$ cat src/rtl/alu_dispatch_pkg.sv
// Shared types and helpers for the ALU issue/collect sequencer.
package alu_dispatch_pkg;

    localparam int NUM_UNITS = 8;
    localparam int CTRL_W    = 3;

    typedef enum logic [1:0] {
        ST_IDLE  = 2'd0,
        ST_ISSUE = 2'd1,
        ST_WAIT  = 2'd2,
        ST_RESP  = 2'd3
    } state_e;

    // Decode a unit index into its one-hot start/done bit position.
    function automatic logic [NUM_UNITS-1:0] unit_onehot(input logic [CTRL_W-1:0] ctrl);
        logic [NUM_UNITS-1:0] vec;
        vec       = '0;
        vec[ctrl] = 1'b1;
        return vec;
    endfunction

endpackage

$ cat src/rtl/alu_dispatch_if.sv
// Request/response handshake bundle between a requester and the ALU dispatcher.
interface alu_dispatch_if
    import alu_dispatch_pkg::*;
#(
    parameter int N = 8
);
    logic              req_valid;
    logic              req_ready;
    logic [CTRL_W-1:0] req_control;
    logic [N-1:0]      req_a;
    logic [N-1:0]      req_b;
    logic              rsp_valid;
    logic              rsp_ready;
    logic [N-1:0]      rsp_result;
    logic              rsp_timeout;

    modport master (
        output req_valid, req_control, req_a, req_b, rsp_ready,
        input  req_ready, rsp_valid, rsp_result, rsp_timeout
    );

    modport slave (
        input  req_valid, req_control, req_a, req_b, rsp_ready,
        output req_ready, rsp_valid, rsp_result, rsp_timeout
    );

endinterface

$ cat src/rtl/alu_dispatch_timer.sv
// Wait-cycle counter for the dispatcher: clear, count-enable, terminal flag at TIMEOUT-1.
module dispatch_timer #(
    parameter int TIMEOUT = 15
) (
    input  logic clk,
    input  logic rst_n,
    input  logic clr_i,
    input  logic en_i,
    output logic tc_o
);
    localparam int W = $clog2(TIMEOUT + 1);
    localparam logic [W-1:0] LAST = W'(TIMEOUT - 1);
    localparam logic [W-1:0] SAT  = W'(TIMEOUT);

    logic [W-1:0] cnt_q;
    logic [W-1:0] cnt_d;

    // Next count: clear has priority, counting saturates rather than wrapping.
    always_comb begin
        cnt_d = cnt_q;
        if (clr_i) begin
            cnt_d = '0;
        end else if (en_i && (cnt_q != SAT)) begin
            cnt_d = cnt_q + 1'b1;
        end
    end

    // Counter register.
    always_ff @(posedge clk or negedge rst_n) begin
        if (!rst_n) begin
            cnt_q <= '0;
        end else begin
            cnt_q <= cnt_d;
        end
    end

    assign tc_o = (cnt_q == LAST);

endmodule

$ cat src/rtl/alu_dispatch.sv
// Issue/collect sequencer: accepts one ALU op, starts the selected unit,
// steers the result mux, captures the result (or times out) and returns it.
module alu_dispatch
    import alu_dispatch_pkg::*;
#(
    parameter int N       = 8,
    parameter int TIMEOUT = 15
) (
    input  logic                 clk,
    input  logic                 rst_n,
    alu_dispatch_if.slave        bus,
    output logic [NUM_UNITS-1:0] unit_start,
    output logic [N-1:0]         unit_a,
    output logic [N-1:0]         unit_b,
    input  logic [NUM_UNITS-1:0] unit_done,
    output logic [CTRL_W-1:0]    mux_sel,
    input  logic [N-1:0]         mux_result
);
    localparam logic [1:0] IDLE  = ST_IDLE;
    localparam logic [1:0] ISSUE = ST_ISSUE;
    localparam logic [1:0] WAIT  = ST_WAIT;
    localparam logic [1:0] RESP  = ST_RESP;

    logic [1:0]        state_q,  state_d;
    logic [CTRL_W-1:0] ctrl_q,   ctrl_d;
    logic [N-1:0]      a_q,      a_d;
    logic [N-1:0]      b_q,      b_d;
    logic [N-1:0]      result_q, result_d;
    logic              tmo_q,    tmo_d;

    logic done_sel;
    logic tmr_clr;
    logic tmr_en;
    logic tmr_tc;

    // Only the latched unit's done bit matters; all others are ignored.
    assign done_sel = unit_done[ctrl_q];

    dispatch_timer #(
        .TIMEOUT (TIMEOUT)
    ) u_timer (
        .clk   (clk),
        .rst_n (rst_n),
        .clr_i (tmr_clr),
        .en_i  (tmr_en),
        .tc_o  (tmr_tc)
    );

    // Sequencer next-state and capture logic; done beats timer expiry.
    always_comb begin
        state_d  = state_q;
        ctrl_d   = ctrl_q;
        a_d      = a_q;
        b_d      = b_q;
        result_d = result_q;
        tmo_d    = tmo_q;
        tmr_clr  = 1'b0;
        tmr_en   = 1'b0;
        case (state_q)
            IDLE: begin
                if (bus.req_valid) begin
                    ctrl_d  = bus.req_control;
                    a_d     = bus.req_a;
                    b_d     = bus.req_b;
                    state_d = ISSUE;
                end
            end
            ISSUE: begin
                tmr_clr = 1'b1;
                if (done_sel) begin
                    result_d = mux_result;
                    tmo_d    = 1'b0;
                    state_d  = RESP;
                end else begin
                    state_d = WAIT;
                end
            end
            WAIT: begin
                if (done_sel) begin
                    result_d = mux_result;
                    tmo_d    = 1'b0;
                    state_d  = RESP;
                end else if (tmr_tc) begin
                    result_d = '0;
                    tmo_d    = 1'b1;
                    state_d  = RESP;
                end else begin
                    tmr_en = 1'b1;
                end
            end
            RESP: begin
                if (bus.rsp_ready) begin
                    state_d = IDLE;
                end
            end
            default: begin
                state_d = IDLE;
            end
        endcase
    end

    // State, latched request and captured response registers.
    always_ff @(posedge clk or negedge rst_n) begin
        if (!rst_n) begin
            state_q  <= IDLE;
            ctrl_q   <= '0;
            a_q      <= '0;
            b_q      <= '0;
            result_q <= '0;
            tmo_q    <= 1'b0;
        end else begin
            state_q  <= state_d;
            ctrl_q   <= ctrl_d;
            a_q      <= a_d;
            b_q      <= b_d;
            result_q <= result_d;
            tmo_q    <= tmo_d;
        end
    end

    // Start strobe decodes straight from state so reset kills it without a clock edge.
    assign unit_start      = (state_q == ISSUE) ? unit_onehot(ctrl_q) : '0;
    assign unit_a          = a_q;
    assign unit_b          = b_q;
    assign mux_sel         = ctrl_q;
    assign bus.req_ready   = (state_q == IDLE);
    assign bus.rsp_valid   = (state_q == RESP);
    assign bus.rsp_result  = result_q;
    assign bus.rsp_timeout = tmo_q;

endmodule

$ cat src/flat_wrapper.sv
// flat-port wrapper written by rule: the top's interface ports become plain ports
module alu_dispatch_flat import alu_dispatch_pkg::*;
#(
    parameter int N       = 8,
    parameter int TIMEOUT = 15
)
  (clk, rst_n, unit_start, unit_a, unit_b, unit_done, mux_sel, mux_result, bus_req_valid, bus_req_control, bus_req_a, bus_req_b, bus_rsp_ready, bus_req_ready, bus_rsp_valid, bus_rsp_result, bus_rsp_timeout);
  alu_dispatch_if #(.N(N)) bus_i ();
  input  logic clk;
  input  logic rst_n;
  output logic [NUM_UNITS-1:0] unit_start;
  output logic [N-1:0] unit_a;
  output logic [N-1:0] unit_b;
  input  logic [NUM_UNITS-1:0] unit_done;
  output logic [CTRL_W-1:0] mux_sel;
  input  logic [N-1:0] mux_result;
  input wire logic [$bits(bus_i.req_valid)-1:0] bus_req_valid;
  input wire logic [$bits(bus_i.req_control)-1:0] bus_req_control;
  input wire logic [$bits(bus_i.req_a)-1:0] bus_req_a;
  input wire logic [$bits(bus_i.req_b)-1:0] bus_req_b;
  input wire logic [$bits(bus_i.rsp_ready)-1:0] bus_rsp_ready;
  output wire logic [$bits(bus_i.req_ready)-1:0] bus_req_ready;
  output wire logic [$bits(bus_i.rsp_valid)-1:0] bus_rsp_valid;
  output wire logic [$bits(bus_i.rsp_result)-1:0] bus_rsp_result;
  output wire logic [$bits(bus_i.rsp_timeout)-1:0] bus_rsp_timeout;
  assign bus_i.req_valid = bus_req_valid;
  assign bus_i.req_control = bus_req_control;
  assign bus_i.req_a = bus_req_a;
  assign bus_i.req_b = bus_req_b;
  assign bus_i.rsp_ready = bus_rsp_ready;
  assign bus_req_ready = bus_i.req_ready;
  assign bus_rsp_valid = bus_i.rsp_valid;
  assign bus_rsp_result = bus_i.rsp_result;
  assign bus_rsp_timeout = bus_i.rsp_timeout;
  alu_dispatch #(.N(N), .TIMEOUT(TIMEOUT)) u_core (.clk(clk), .rst_n(rst_n), .bus(bus_i), .unit_start(unit_start), .unit_a(unit_a), .unit_b(unit_b), .unit_done(unit_done), .mux_sel(mux_sel), .mux_result(mux_result));
endmodule
$ cat config.mk
export PLATFORM = sky130hd
export DESIGN_NAME = alu_dispatch_flat
export DESIGN_NICKNAME = d
export VERILOG_FILES = /design/src/rtl/alu_dispatch_pkg.sv /design/src/rtl/alu_dispatch_if.sv /design/src/rtl/alu_dispatch_timer.sv /design/src/rtl/alu_dispatch.sv /design/src/flat_wrapper.sv
export SDC_FILE = /design/constraint.sdc
export NUM_CORES = 1
export LEC_CHECK = 0
export ABC_AREA = 1
export BUFFER_PORTS_ARGS = -buffer_cell sky130_fd_sc_hd__buf_2
export CORE_UTILIZATION = 25
export DETAILED_ROUTE_END_ITERATION = 10
export GPL_TIMING_DRIVEN = 0
export HOLD_SLACK_MARGIN = 0.08
export PLACE_DENSITY = 0.59
export SLEW_MARGIN = 10
export SYNTH_ARGS = -nofsm -noshare
export SYNTH_HDL_FRONTEND = slang
export SYNTH_SLANG_ARGS = --single-unit
$ cat constraint.sdc
create_clock -name clk -period 1.8 [get_ports clk]
set_clock_uncertainty 0.05 [all_clocks]
set_input_delay 0.09 -clock clk [delete_from_list [all_inputs] [get_ports clk]]
set_output_delay 0.09 -clock clk [all_outputs]
set_load 0.01 [all_outputs]
Word level (Yosys, flattened, before mapping)
Cells that the tools add are included.
- mux-type cells: 25
- add/subtract/negate cells: 1
- order comparisons: 2
- eq/ne operators: 9
- reduce and logical (&&, ||, !) cells: 8
- operators with widths (operator ; count):
    $mux 8 ; 4
    $pmux 8 s2 ; 1
    $mux 1 ; 10
    $mux 2 ; 4
    $mux 4 ; 2
    $pmux 2 s4 ; 1
    $reduce_and 3->1 ; 2
    $add 4x1->4 const B ; 1
    $eq 2x2->1 const B ; 2
    $eq 4x4->1 const B ; 1
    $lt 3x4->1 const B ; 1
    $ne 2x2->1 const B ; 2
    $ne 4x4->1 const B ; 1
    $reduce_bool 2->1 ; 2
    $bmux 1 s3 ; 1
    $demux 1 s3 ; 1
    $ge 3x1->1 const B ; 1
    $ne 3x1->1 const B ; 1
    $eq 2x1->1 const B ; 1
    $logic_and 1x1->1 ; 2
    $logic_not 2->1 ; 1
    $ne 2x1->1 const B ; 1
    $pmux 1 s2 ; 1
    $reduce_and 2->1 ; 1
- register bits: 34
- output and inout bits: 38
- input bits: 39

Longest topological paths before layout
Gate-level depths: netlist of run 1.
- depth after elaboration: 7
- mapped depth: 9
- gate-level depth less buffers: 9

Modules after synthesis
From an unflattened synthesis of run 1, not the netlist that was laid out.
- cells, all modules: 192
- area, all modules: 1714.1 um^2
- modules (own cells, without submodules) (module ; times used ; cells an instance ; sequential area each (um^2) ; area each (um^2)):
    alu_dispatch ; 1 ; 161 ; 750.7 ; 1472.7
    dispatch_timer ; 1 ; 31 ; 100.1 ; 241.5

Least setup slack after synthesis of run 1
No wires, ideal clock.
- path type: register -> register
- start point: register u_core.state_q[0]
- end point: register u_core.a_q[2], in the netlist u_core.unit_a[2]
- library setup time: 0.125 ns
- slack: 0.223 ns
- required time: 1.625 ns
- data arrival time: 1.402 ns
- path buffers: 1
- cell stages (with the launch flop): 6
- path through: dfrtp_1 inv_1 ha_1 nand2_1 buf_2 mux2_2
- cells in the longest elaborated chain, start to end: 2
- ends and longest elaborated chain (what ; RTL line ; source):
    from (decl) ; alu_dispatch.sv:24 ; logic [1:0] state_q, state_d;
    from (signal assigned) ; alu_dispatch.sv:112 ; state_q <= state_d;
    $logic_not 2->1 ; - ;
    named net bus_req_ready ; flat_wrapper.sv:22 ; output wire logic [$bits(bus_i.req_ready)-1:0] bus_req_ready;
    $reduce_and 2->1 (no line) ; - ;
    to (signal assigned) ; alu_dispatch.sv:107 ; a_q <= '0;
    to (signal assigned) ; alu_dispatch.sv:114 ; a_q <= a_d;
    to (decl) ; alu_dispatch.sv:26 ; logic [N-1:0] a_q, a_d;
The timed path passes the listed nets, and every way through them passes these cells.
A chain may end at the register's enable or synchronous reset.

Worst setup path in the final report of run 1
- start point: register u_core.state_q[0]
- end point: register u_core.b_q[0], in the netlist u_core.unit_b[0]
- cells in the longest elaborated chain, start to end: 2
- ends and longest elaborated chain (what ; RTL line ; source):
    $logic_not 2->1 ; alu_dispatch.sv:59 ; case (state_q)
    $reduce_and 2->1 (no line) ; - ;
    to (signal assigned) ; alu_dispatch.sv:108 ; b_q <= '0;
    to (signal assigned) ; alu_dispatch.sv:115 ; b_q <= b_d;
    to (decl) ; alu_dispatch.sv:27 ; logic [N-1:0] b_q, b_d;
Every way passes these cells.

==> impl_metrics.ini, run 1 <==
[run_status]
status = complete, no violations

[sta]
timing.fmax_mhz = 592
min_period_over_period_pct = 93.9
max_slew_margin_pct = 47.2
drv_slew = 0
fin_crit_ns = 1.69
hold_slack_ns = 0.190
finalHoldViolations = 0
tightest_slew_ns = 0.793
setup_viol = 0
rsz0062_at_grt = false
setup_tns_ns = 0

[routing]
ant_nets = 0
vias = 1615
wl_per_cell_um = 10.9
firstDrtPassIters = 4
drc = 0
drt_iter0_drc = 54
wirelength_mm = 4.32
via_per_inst = 4.08

[finish]
postLayoutCellArea_um2 = 2700
nFillCells = 707
area_growth_pct = 52.0
regArea_um2 = 852
diodes = 0
drive_gt1_share_pct = 41.7
nets = 345
final_cells = 396
multiInputGateArea_um2 = 826

[synthesis]
yosys_warnings = 0
syn_area_per_cell_um2 = 9.57
syn_nets = 232
syn_inst = 186
syn_area_um2 = 1780
synth_top_area_share_pct = 47.8
yosys-top-cells-area = dfrtp_1 (48%), mux2_2 (10%), nand2_1 (9.1%), ha_1 (4.9%), inv_1 (4.6%)
post_synth_num_cell_types = 26
synth_seq_cells = 34
yosysSeqAreaShare_pct = 47.8
yosysTopAreaCell = dfrtp_1

[power]
swShare_pct = 41.9
combPwrFrac_pct = 52.3
power_frac_clock_pct = 15.9
power_switching_w = 0.00184
internal_power_w = 0.00255
power.density_nw_per_um2 = 1620
seqPwrFrac_pct = 31.8
fin_total_pwr_w = 0.00438
leakage_nw = 1.42
ir_worst_vdd_v = 0.000625

[global_routing]
grt_max_degree = 35
grt_pass1_vias = 1556
antenna_found_initial = 0
grt_pass1_wl_mm = 6.99
track_usage_pct = 12.1
grt-ovfl-total = 0

[floorplanning]
start_util_pct = 26.0
io-pin-count = 77
core_area_um2 = 6830
die_h_um = 86.4
die_area_um2 = 7460
row_count = 30
die_w_um = 86.4

[placement]
portBuffers = 76
post-place-cells = 358
routabilityCongestion = 0.788
postPlaceCellArea_um2 = 2280
hpwlAfterDp_mm = 2.92

[hold_path]
hold_class = input port to register

[clocking]
cts_buffers = 5
clock_latency_ns = 0.29
clock_path_buffers = 2
cts_tree = done
clk_pin_slew_ns = 0.07
cts_sinks = 34
h-tree-depth = 2
root_buffer = clkbuf_8

[critical_path]
crit_arrival_ns = 1.81
startpoint_type = register
critPathKind = register to register
worstPathRequired_ns = 1.92
cp_max_fo = 10
critical_path.endpoint_type = register

[job]
drv_cap = 0
==> per-stage QoR <==
stage	setup slack (ns)	util (%)
CTS	0.000317	39.2
global route	0.00370	39.6
global placement	0.0944	33.4
detailed placement	0.0863	33.4
floorplan	0.223	-
finish	0.109	39.6
==> power by group through the flow <==
stage,clock [W],combinational [W],sequential [W]
after floorplan,0,0.00139,0.00152
after global placement,0,0.00217,0.00137
after detailed placement,0,0.00221,0.00139
after CTS,0.000732,0.00228,0.00138
after global routing,0.000758,0.00258,0.00144
final,0.000698,0.00229,0.00139
==> worst max-delay path: stages, from the launching register on <==
cell and delay [ns]:
dfrtp_2 0.43, inv_1 0.10, ha_1 0.23, nand2_1 0.15, clkbuf_4 0.26, mux2_2 0.36
==> registers in the layout, summed over array words and instances, names as in the netlist <==
register	flops
u_core.state_q	2
u_core.unit_b	8
u_core.bus.rsp_result	8
u_core.mux_sel	3
u_core.u_timer.cnt_q	4
u_core.bus.rsp_timeout	1
u_core.unit_a	8
==> logic make-up (layout without fill, tap and decap cells) <==
kind of cell	after synthesis	in the layout	share of synthesized area (%)
fa+ha+maj	7	7	4.92
buf+inv	28	142	6.47
simple gates	83	83	23.6
compound gates	16	16	6.12
flops	34	34	47.8
xor+xnor	2	2	0.985
mux	16	16	10.1
==> layer usage <==
layer  GRT usage [%]  up-vias  share of wire, %
met3            3.33        4               4.4
li1                -      817                 -
met1            14.0      752                42
met4            3.64        0              0.72
met5               0        -                 0
met2            21.7       42                53
==> Yosys cell counts, drive strengths merged <==
library cell and count:
nor2 20, dfrtp 34, xnor2 1, o211ai 8
xor2 1, nand2 49, ha 7, nand4 1
inv 24, o22ai 1, buf 3, mux2 16
o21ai 3, clkbuf 1, nand3 13, a21oi 4
==> final cells by class <==
class,instances,area share (%)
clock buffers,5,2.55
clock inverters,3,1.48
plain buffers,4,1.16
flip-flops and latches,34,31.5
repair buffers,106,25.0
well taps,96,4.44
multi-input cells,124,30.5
inverters,24,3.33
==> path summary, 6_finish.rpt <==
check / start / slack [ns] / end / depth (start not counted)
max: u_core.state_q[0] / 0.11 / u_core.unit_b[0] / 5
min: bus_req_valid / 0.19 / u_core.unit_a[0] / 3
max reg2reg: u_core.state_q[0] / 0.11 / u_core.unit_b[0] / 5
min reg2reg: u_core.bus.rsp_result[7] / 0.42 / u_core.bus.rsp_result[7] / 2
max in group asynchronous: rst_n / 0.77 / u_core.state_q[0] / 2
min in group asynchronous: rst_n / 0.37 / u_core.bus.rsp_result[6] / 2
==> cell usage in the layout (no fill, tap or decap), drive strengths merged <==
master       instances
xor2                 1
mux2                16
a21oi                4
bufinv               1
buf                 79
nand2               49
nand3               13
o22ai                1
o211ai               8
ha                   7
dlygate4sd3         28
clkbuf               8
clkinv               2
nor2                20
dfrtp               34
o21ai                3
inv                 24
nand4                1
xnor2                1
==> repair_timing <==
item	4_1_cts	5_1_grt
buffers inserted	0	2
setup endpoints to repair	8	31
hold buffers	28	0
resized for setup	2	6
hold endpoints to repair	61	0
Note: power is estimated with default switching activity, not from simulation.
==> run 2: changes to the inputs <==
- clock period: 1.8 -> 1.79 ns (I/O delays scaled with it)
==> impl_metrics.ini, run 2 (same netlist as run 1, synthesis figures left out) <==
[hold_path]
hold_class = input port to register

[clocking]
cts_buffers = 5
clock_latency_ns = 0.29
clock_path_buffers = 2
root_buffer = clkbuf_8
cts_sinks = 34
cts_tree = done
clk_pin_slew_ns = 0.07
h-tree-depth = 2

[sta]
worst_slack_ns = 0.133
setup_tns_ns = 0
finalHoldViolations = 0
setup_viol = 0
timing.fmax_mhz = 604
tightest_slew_ns = 0.801
fin_crit_ns = 1.66
max_slew_margin_pct = 46.6
drv_slew = 0
min_period_over_period_pct = 92.6
rsz0062_at_grt = false

[routing]
via_per_inst = 4.07
wl_per_cell_um = 10.9
ant_nets = 0
wirelength_mm = 4.32
drc = 0
drt_iter0_drc = 60
firstDrtPassIters = 4
vias = 1613

[critical_path]
slowest_stage = dfrtp_2
cp_top_family = flip-flops
startpoint_type = register
worstPathRequired_ns = 1.91
crit_buf_inv = 2
slowest_delay_ns = 0.43
r2r_setup_slack_ns = 0.13
critical_path.endpoint_type = register
path_cells = inv_1 > ha_1 > nand2_1 > clkbuf_4 > mux2_2
critPathKind = register to register
cp_max_fo = 10
crit_arrival_ns = 1.78

[power]
power.density_nw_per_um2 = 1630
leakage_nw = 1.42
ir_worst_vdd_v = 0.000628

[global_routing]
grt_pass1_vias = 1559
grt_pass1_wl_mm = 6.98
track_usage_pct = 12.1
antenna_found_initial = 0
grt-ovfl-total = 0
grt_max_degree = 35

[finish]
final_common_cell = buf_2
area_growth_pct = 52.0
drive_gt1_share_pct = 41.7
diodes = 0
final_cell_mix = buf_2 (76), nand2_1 (43), dfrtp_1 (33)
final_util_pct = 39.6
nets = 345

[floorplanning]
core_area_um2 = 6830
start_util_pct = 26.0
row_count = 30
die_w_um = 86.4
die_h_um = 86.4
die_area_um2 = 7460
io-pin-count = 77

[placement]
hpwlAfterDp_mm = 2.92
pre_cts_ws_ns = 0.0763
portBuffers = 76
routabilityCongestion = 0.788

[job]
drv_cap = 0

[run_status]
status = complete, no violations
## run 2: area by class of cell
class,instances,area (µm²)
Timing Repair Buffer,106,676
Multi-Input combinational cell,124,826
Inverter,24,90.1
Buffer,4,31.3
Sequential cell,34,852
Clock inverter,3,40.0
Tap cell,96,120
Fill cell,708,4130
Clock buffer,5,68.8
## run 2: per-layer routing
layer	track usage (%)	vias up	share of wire, %
li1	-	818	-
met1	13.9	751	42
met2	21.8	40	53
met3	3.33	4	4.3
met4	3.64	0	0.72
met5	0	-	0
## run 2: per-stage QoR
step	hold slack, ns	std cells	total power (W)	area [µm²]
4_1_cts	0.187	394	0.00443	2680
6_report	0.191	396	0.00441	2700
3_3_place_gp	0.178	358	0.00356	2280
3_5_place_dp	0.177	358	0.00362	2280
5_1_grt	0.206	396	0.00480	2700
2_1_floorplan	-0.256	186	0.00292	1780
## run 2: power by group
group | switching, W | internal, W
Combinational | 0.00130 | 0.00100
Sequential | 0.000249 | 0.00115
Clock | 0.000293 | 0.000410
Total | 0.00184 | 0.00256
## run 2: tightest hold or removal path, delay by kind of cell
kind                   cells  cell delay [ns]
and+or+nand+nor            1             0.13
buffers and inverters      1             0.10
muxes                      1             0.17
## run 2: timing repair
| item | 4_1_cts | 5_1_grt |
|---|---|---|
| hold buffers | 28 | 0 |
| gates cloned | 0 | 0 |
| endpoints found under the setup margin | 8 | 31 |
| pin swaps | 0 | 0 |
| gates resized for setup | 3 | 5 |
| hold endpoints to repair | 61 | 0 |
| setup buffers | 0 | 2 |
## run 2: final timing paths
kind                                               start                       end  depth (start not counted)
worst min register to register  u_core.bus.rsp_result[7]  u_core.bus.rsp_result[7]                          2
max in group asynchronous                          rst_n         u_core.state_q[0]                          2
worst min-delay path                       bus_req_valid          u_core.unit_a[0]                          3
worst max register to register         u_core.state_q[0]          u_core.unit_b[6]                          5
min in group asynchronous                          rst_n  u_core.bus.rsp_result[6]                          2
worst max-delay path                   u_core.state_q[0]          u_core.unit_b[6]                          5
==> run 3: changes to the inputs <==
- MAX_ROUTING_LAYER: unset -> met4
==> impl_metrics.ini, run 3 (same netlist as run 1, synthesis figures left out) <==
[critical_path]
path_cells = inv_2 > ha_4 > buf_6 > nand2_1 > nor2_1 > buf_2
r2r_setup_slack_ns = 0.13
critical_path.endpoint_type = output port
critPathKind = register to output port
crit_arrival_ns = 1.53
cp_max_fo = 10
r2r_start = u_core.state_q[0]
worstPathRequired_ns = 1.65
cp-startpoint = u_core.state_q[1]
startpoint_type = register
crit_buf_inv = 3
slowest_stage = dfrtp_1
cp_top_family = buffers and inverters
r2r_cells = 5
rr_endpoint = u_core.unit_b[0]
slowest_delay_ns = 0.41

[routing]
wl_per_cell_um = 10.9
firstDrtPassIters = 4
wirelength_mm = 4.33
ant_nets = 0
drt_iter0_drc = 58
via_per_inst = 4.08
drc = 0
vias = 1616

[sta]
setup_viol = 0
tightest_slew_ns = 0.800
setup_tns_ns = 0
finalHoldViolations = 0
max_slew_margin_pct = 46.7
fin_crit_ns = 1.67
drv_slew = 0
rsz0062_at_grt = false
timing.fmax_mhz = 599
min_period_over_period_pct = 93.2

[floorplanning]
die_w_um = 86.4
die_area_um2 = 7460
core_area_um2 = 6830
die_h_um = 86.4
io-pin-count = 77
start_util_pct = 26.0
row_count = 30

[power]
leakage_nw = 1.42
internal_power_w = 0.00256
fin_total_pwr_w = 0.00441
seqPwrFrac_pct = 31.8
ir_worst_vdd_v = 0.000628
power_frac_clock_pct = 15.9
power.density_nw_per_um2 = 1630
swShare_pct = 41.9
power_switching_w = 0.00185
combPwrFrac_pct = 52.3

[global_routing]
grt_pass1_wl_mm = 6.98
antenna_found_initial = 0
grt_pass1_vias = 1560
grt-busiest-layer = met2
grtUsageMet1_pct = 13.9
track_usage_pct = 12.4
use_met2_pct = 21.8
grt-ovfl-total = 0
groute.layer.met3.usage_pct = 3.33
grt_max_degree = 35

[finish]
nFillCells = 708
area_growth_pct = 52.0
final_cell_mix = buf_2 (76), nand2_1 (43), dfrtp_1 (33)
drive_gt1_share_pct = 41.7
diodes = 0
nets = 345
final_common_cell = buf_2

[placement]
routabilityCongestion = 0.799
portBuffers = 76
hpwlAfterDp_mm = 2.92

[clocking]
cts_buffers = 5
clock_path_buffers = 2
clk_pin_slew_ns = 0.08
clock_latency_ns = 0.29
root_buffer = clkbuf_8
h-tree-depth = 2
cts_sinks = 34
cts_tree = done

[run_status]
status = complete, no violations

[hold_path]
hold_path_depth = 3
min_to = u_core.unit_a[0]
hold_class = input port to register
hold_path.startpoint = bus_req_valid

[job]
drv_cap = 0
-- run 3: how the worst max path moves through the flow --
stage | slack, ns | cells after the start | endpoint
CTS | 0.03 | 5 | u_core.unit_b[6]
floorplan | 0.21 | 5 | u_core.unit_a[2]
global placement | 0.08 | 5 | u_core.unit_a[7]
global route | 0.02 | 6 | unit_start[7]
detailed placement | 0.08 | 5 | u_core.unit_a[6]
finish | 0.12 | 6 | unit_start[5]
-- run 3: power by group through the flow --
stage          Clock [W]  Combinational (W)  Sequential, W
5_1_grt         0.000763            0.00260        0.00144
2_1_floorplan          0            0.00139        0.00153
6_report        0.000702            0.00231        0.00140
3_3_place_gp           0            0.00218        0.00138
3_5_place_dp           0            0.00222        0.00140
4_1_cts         0.000736            0.00230        0.00139
-- run 3: worst reg2reg max path, stage by stage, from the launching register on --
cell and delay (ns):
dfrtp_2 0.43, inv_1 0.10, ha_1 0.23, nand2_1 0.15, buf_4 0.22, mux2_2 0.36
-- run 3: cell type report --
type                            count  area (µm²)  share of cell area [%]
Sequential cell                    34         852                    31.5
Buffer                              4        31.3                    1.16
Multi-Input combinational cell    124         826                    30.5
Clock inverter                      3        40.0                    1.48
Inverter                           24        90.1                    3.33
Tap cell                           96         120                    4.44
Timing Repair Buffer              106         676                    25.0
Clock buffer                        5        68.8                    2.55
-- run 3: metal layers --
layer | vias to the layer above | share of wire (%)
li1 | 818 | -
met2 | 40 | 53
met5 | - | 0
met3 | 4 | 4.3
met4 | 0 | 0.72
met1 | 754 | 42
-- run 3: per-stage QoR --
| step | hold slack, ns | instance area (µm²) | utilization [%] | cells | setup slack (ns) |
|---|---|---|---|---|---|
| floorplan | -0.256 | 1780 | - | 186 | 0.213 |
| global placement | 0.178 | 2280 | 33.4 | 358 | 0.0844 |
| detailed placement | 0.177 | 2280 | 33.4 | 358 | 0.0763 |
| CTS | 0.187 | 2680 | 39.3 | 394 | 0.0270 |
| global route | 0.206 | 2700 | 39.6 | 396 | 0.0160 |
| finish | 0.191 | 2700 | 39.6 | 396 | 0.122 |
-- run 3: repair_timing --
item,CTS,global route
cloned,0,0
pin swaps,0,0
hold buffers,28,0
resized for setup,3,5
hold endpoints to repair,61,0
setup endpoints to repair,8,31
buffers inserted,0,2
